### config.mk
export PLATFORM = sky130hd
export DESIGN_NAME = raster_scan_ctrl
export DESIGN_NICKNAME = d
export VERILOG_FILES = /design/src/rtl/raster_scan_ctrl.sv
export SDC_FILE = /design/constraint.sdc
export NUM_CORES = 1
export LEC_CHECK = 0
export ABC_CLOCK_PERIOD_IN_PS = 5100
export BUFFER_PORTS_ARGS = -buffer_cell sky130_fd_sc_hd__buf_2
export CAP_MARGIN = 15
export CORE_AREA = 2 2 122 153
export CTS_CLUSTER_SIZE = 30
export DETAILED_ROUTE_END_ITERATION = 8
export DIE_AREA = 0 0 124 155
export HOLD_SLACK_MARGIN = 0.12
export PLACE_DENSITY_LB_ADDON = 0.15
export SETUP_SLACK_MARGIN = 0.02
export SYNTH_ARGS = -nofsm -noshare
export SYNTH_HDL_FRONTEND = slang
export SYNTH_SLANG_ARGS = --single-unit
### constraint.sdc
create_clock -name clk -period 5.1 [get_ports clk]
set_clock_uncertainty 0.1 [all_clocks]
set_input_delay 0.51 -clock clk [delete_from_list [all_inputs] [get_ports clk]]
set_output_delay 0.51 -clock clk [all_outputs]
set_load 0.01 [all_outputs]
### src/rtl/raster_scan_ctrl.sv
// Raster-order pixel sequencer for the inside-triangle test: walks a bounding box,
// pairs each returned test result with its (x,y) and emits the passing pixels as fragments.
module raster_scan_ctrl #(
   parameter int COORD_W      = 10,
   parameter int MAX_INFLIGHT = 8
) (
   input  logic               clk,
   input  logic               rst,
   input  logic               tri_valid,
   output logic               tri_ready,
   input  logic [COORD_W-1:0] bb_xmin,
   input  logic [COORD_W-1:0] bb_xmax,
   input  logic [COORD_W-1:0] bb_ymin,
   input  logic [COORD_W-1:0] bb_ymax,
   output logic               px_nd,
   output logic [COORD_W-1:0] px_x,
   output logic [COORD_W-1:0] px_y,
   input  logic               px_rfd,
   output logic               res_ce,
   input  logic               res_rdy,
   input  logic               res_reject,
   output logic               frag_valid,
   input  logic               frag_ready,
   output logic [COORD_W-1:0] frag_x,
   output logic [COORD_W-1:0] frag_y,
   output logic               busy,
   output logic               tri_done
);

   localparam int PTR_W = $clog2(MAX_INFLIGHT);
   localparam int CNT_W = PTR_W + 1;
   localparam logic [CNT_W-1:0] CNT_FULL = CNT_W'(MAX_INFLIGHT);

   typedef enum logic [1:0] {IDLE, SCAN, DRAIN} state_t;

   state_t state, state_nxt;

   logic [COORD_W-1:0] xmin, xmax, ymax;
   logic [COORD_W-1:0] cur_x, cur_y;
   logic [COORD_W-1:0] fifo_x [MAX_INFLIGHT];
   logic [COORD_W-1:0] fifo_y [MAX_INFLIGHT];
   logic [PTR_W-1:0]   wr_ptr, rd_ptr;
   logic [CNT_W-1:0]   inflight;
   logic               deg_done;
   logic               accept, degenerate, issue, consume, row_end, last_px;

   assign accept     = tri_valid & (state == IDLE);
   assign degenerate = (bb_xmin > bb_xmax) | (bb_ymin > bb_ymax);
   assign res_ce     = ~frag_valid | frag_ready;
   assign issue      = (state == SCAN) & px_rfd & res_ce & (inflight != CNT_FULL);
   // An empty FIFO means a stray result: never pop on it.
   assign consume    = res_rdy & res_ce & (inflight != '0);
   assign row_end    = (cur_x == xmax);
   assign last_px    = row_end & (cur_y == ymax);

   assign px_nd = issue;
   assign px_x  = cur_x;
   assign px_y  = cur_y;

   always_ff @(posedge clk) begin
      if (rst) state <= IDLE;
      else     state <= state_nxt;
   end

   always_comb begin
      state_nxt = state;
      tri_ready = 1'b0;
      busy      = 1'b1;
      tri_done  = deg_done;
      case (state)
         IDLE: begin
            tri_ready = 1'b1;
            busy      = 1'b0;
            if (accept && !degenerate) state_nxt = SCAN;
         end
         SCAN: begin
            if (issue && last_px) state_nxt = DRAIN;
         end
         DRAIN: begin
            // Nothing is issued here, so an empty count also means no pop this cycle.
            if (inflight == '0) begin
               tri_done  = 1'b1;
               state_nxt = IDLE;
            end
         end
         default: state_nxt = IDLE;
      endcase
   end

   // Scan stage: box limits and raster cursor
   always_ff @(posedge clk) begin
      if (accept) begin
         xmin <= bb_xmin;
         xmax <= bb_xmax;
         ymax <= bb_ymax;
      end
   end

   always_ff @(posedge clk) begin
      if (rst) begin
         cur_x    <= '0;
         cur_y    <= '0;
         deg_done <= 1'b0;
      end else begin
         deg_done <= accept & degenerate;
         if (accept) begin
            cur_x <= bb_xmin;
            cur_y <= bb_ymin;
         end else if (issue && !last_px) begin
            // Compare before incrementing so limits at 2^COORD_W-1 never wrap.
            if (row_end) begin
               cur_x <= xmin;
               cur_y <= cur_y + COORD_W'(1);
            end else begin
               cur_x <= cur_x + COORD_W'(1);
            end
         end
      end
   end

   // In-flight stage: coordinate FIFO mirroring the test pipeline
   always_ff @(posedge clk) begin
      if (issue) begin
         fifo_x[wr_ptr] <= cur_x;
         fifo_y[wr_ptr] <= cur_y;
      end
   end

   always_ff @(posedge clk) begin
      if (rst) begin
         wr_ptr   <= '0;
         rd_ptr   <= '0;
         inflight <= '0;
      end else begin
         if (issue)   wr_ptr <= wr_ptr + PTR_W'(1);
         if (consume) rd_ptr <= rd_ptr + PTR_W'(1);
         case ({issue, consume})
            2'b10:   inflight <= inflight + CNT_W'(1);
            2'b01:   inflight <= inflight - CNT_W'(1);
            default: inflight <= inflight;
         endcase
      end
   end

   // Output stage: fragment register, reloadable in the cycle it is accepted
   always_ff @(posedge clk) begin
      if (rst) begin
         frag_valid <= 1'b0;
         frag_x     <= '0;
         frag_y     <= '0;
      end else if (consume && !res_reject) begin
         frag_valid <= 1'b1;
         frag_x     <= fifo_x[rd_ptr];
         frag_y     <= fifo_y[rd_ptr];
      end else if (frag_ready) begin
         frag_valid <= 1'b0;
      end
   end

endmodule

==> metrics.md <==
| Metric | Value |
|---|---|
| Total grt overflow | `0` |
| Async SR Flop Fraction | `0%` |
| Synth Flop Type | `edfxtp_1` |
| Crit path launch type | `register` |
| Clk slew on worst S/H paths | `0.06 ns` |
| First-pass GRT wire length | `32620 um` |
| PostCTS Resize Cnt | `0` |
| Total Routing Usage GR | `22.39%` |
| Vias in the first global route | `6286` |
| Post-Route WL | `20760 um` |
| Die W | `124 um` |
| Status | `complete, no violations` |
| Hold Crit Class | `primary input to register` |
| Final net count | `882` |
| Drt wl/cell | `19.77 um` |
| CTS buffer count | `23` |
| P per Cell Area | `387.1 nW/um2` |
| RSZ-0062 raised after global routing | `no` |
| Layout cells sized above 1 | `23.97%` |
| Clock root cell | `clkbuf_16` |
| Rows | `55` |
| Slew at the pin closest to its max-slew limit | `1.102 ns` |
| Clock Latency Late Sink | `0.50 ns` |
| Crit path DAT | `3.21 ns` |
| Crit path max fanout | `20` |
| Total of max-cap violations | `0` |
| Synthesized Nets | `759` |
| Synth Area per Inst | `15.11 um2` |
| VDD IR max | `235.4 uV` |
| Post-Syn Instances | `684` |
| Post-synth EDFFs | `190` |
| Count of final max-slew check failures | `0` |
| CTS Hold Buffers Added | `27` |
| Fmax | `341.9 MHz` |
| Cell taking the most area after synthesis | `edfxtp_1` |
| DRC violations left | `0` |
| # H-tree levels | `1` |
| Syn. warnings | `0` |
| Initial Util | `57.77%` |
| Top cell type's share of synthesized area | `55.20%` |
| Setup crit end kind | `register` |
| Number of hold violations in the final report | `0` |
| Post-DP HPWL | `13070 um` |
| Die ar. | `19220 um2` |
| Antenna cells | `0` |
| Placed Instance Area | `11070 um2` |
| Period utilization | `57.34%` |
| Post-synth top cells | `edfxtp_1 (190), nor2_1 (61), dfxtp_1 (54), mux4_2 (40), nand2_1 (34)` |
| Critical path type | `register to register` |
| Final setup TNS | `0 ns` |
| Post-CTS setup buffer count | `0` |
| Pre-antenna DRT Iters | `5` |
| Crit path required time | `5.39 ns` |
| Die height | `155 um` |
| CTS Buffer Depth | `3` |
| Vias | `6000` |
| Synth Register Bits | `244` |
| Main area contributors after synthesis | `edfxtp_1 (55%), dfxtp_1 (10%), mux4_2 (8.7%)` |
| Starting DRT DRC Count | `461` |
| Core area | `17890 um2` |
| Number of fill cells in the layout | `1252` |
| Synth-to-Final Area Change | `16.50%` |
| Max_slew headroom | `26.34%` |
| Setup-failing EPs final | `0` |
| Design Area, Final | `12040 um2` |
| Seq/Total Area, Yosys | `65.66%` |
| CTS tree | `done` |
| Netlist cell types | `51` |
| Post-route ant nets | `0` |
| Standby leakage power | `4.287 nW` |
| Most frequent cell after synthesis | `edfxtp_1` |
| Port bufs | `92` |
| Ports | `93` |
| Largest net degree at the start of global routing | `58` |
| GPL Wtd Cong | `0.8184` |
| Post-synthesis cell area | `10340 um2` |
| Min Tclk post-route | `2.924 ns` |
| Post-DR vias/cell | `5.714` |
| Clock sinks | `244` |
| Initial antenna violation count | `0` |
==> through the flow <==
step           hold WS [ns]  utilization, %  cells  worst slack [ns]  total power (W)
2_1_floorplan        0.3665               -    684             1.386         0.002937
3_3_place_gp         0.3791           61.86    981             2.202         0.003127
4_1_cts              0.1205           67.13   1048             2.157         0.004706
6_report             0.1401           67.30   1050             2.176         0.004662
3_5_place_dp         0.3908           61.86    981             2.108         0.003158
5_1_grt              0.1378           67.30   1050             1.910         0.004871
==> critical path, stage by stage (launching register included) <==
cell       delay [ns]
dfxtp_1          0.63
xor2_1           0.18
nor4_4           0.47
nand3_1          0.59
a2bb2oi_1        0.30
buf_4            0.26
a311oi_1         0.28
==> power breakdown <==
group / switching, W / internal, W / total (W)
logic: 0.000352 / 0.000354 / 0.000706
clock network: 0.000664 / 0.000875 / 0.00154
registers: 0.000150 / 0.00227 / 0.00242
==> worst paths after layout <==
path	cells after the start	end	slack (ns)	startpoint
setup / recovery	6	px_x[2]	2.18	px_x[8]
hold / removal	1	xmin[9]	0.14	bb_xmin[9]
setup reg to reg	6	px_x[2]	2.18	px_x[8]
hold reg to reg	2	frag_y[2]	0.39	frag_y[2]
==> cell type report <==
type / count / area (um2) / share of cell area, %
Clock buffer: 35 / 650.6 / 5.403
Clock inverter: 5 / 22.52 / 0.1870
Inverter: 34 / 128.9 / 1.070
Multi-Input combinational cell: 368 / 3293 / 27.35
Sequential cell: 244 / 6788 / 56.37
Tap cell: 228 / 285.3 / 2.369
Timing Repair Buffer: 136 / 873.3 / 7.253
==> per-layer routing <==
metal | part of all wire [%] | global-route usage, % | vias to the layer above
met3 | 5.0 | 3.189 | 26
met2 | 53 | 39.59 | 154
met1 | 41 | 29.20 | 2964
met5 | 0 | 0 | -
li1 | - | - | 2856
met4 | 1.5 | 5.511 | 0
==> sequential cells by signal (all words and copies together) (netlist names), 4 cells and up <==
name	count
fifo_x	80
fifo_y	80
frag_x	10
frag_y	10
px_x	10
px_y	10
xmax	10
xmin	10
ymax	10
inflight	4
==> cells by family (layout without fill, tap and decap cells) <==
group / after synthesis / in the layout / synth area share (%)
flops: 244 / 244 / 65.66
compound gates: 80 / 80 / 5.641
xor+xnor: 44 / 44 / 3.728
simple gates: 154 / 154 / 7.771
mux: 62 / 62 / 10.86
buf+inv: 72 / 210 / 2.881
fa+ha+maj: 28 / 28 / 3.462
==> cells in the final DEF (no fill, tap or decap), drive strengths merged, types with 2 or more instances in the layout <==
| master | Yosys | routed |
|---|---|---|
| nand2 | 34 | 34 |
| nor2 | 61 | 61 |
| nor4 | 9 | 9 |
| dfxtp | 54 | 54 |
| a21oi | 11 | 11 |
| inv | 33 | 33 |
| and4 | 2 | 2 |
| xnor2 | 23 | 23 |
| nand2b | 5 | 5 |
| o211ai | 9 | 9 |
| nor2b | 4 | 4 |
| a311oi | 9 | 9 |
| buf | 15 | 108 |
| a211oi | 28 | 28 |
| o31ai | 2 | 2 |
| edfxtp | 190 | 190 |
| a21o | 5 | 5 |
| o21ai | 5 | 5 |
| and2 | 2 | 2 |
| nand3 | 11 | 11 |
| nor4b | 3 | 3 |
| nor3b | 2 | 2 |
| clkinv | 1 | 6 |
| and3 | 4 | 4 |
| ha | 27 | 27 |
| o21bai | 2 | 2 |
| nor3 | 7 | 7 |
| dlygate4sd3 | 0 | 28 |
| nand4 | 7 | 7 |
| clkbuf | 23 | 35 |
| mux2i | 21 | 21 |
| o32ai | 2 | 2 |
| mux4 | 40 | 40 |
| xor2 | 21 | 21 |
No activity file was read; power rests on OpenSTA's default activity.
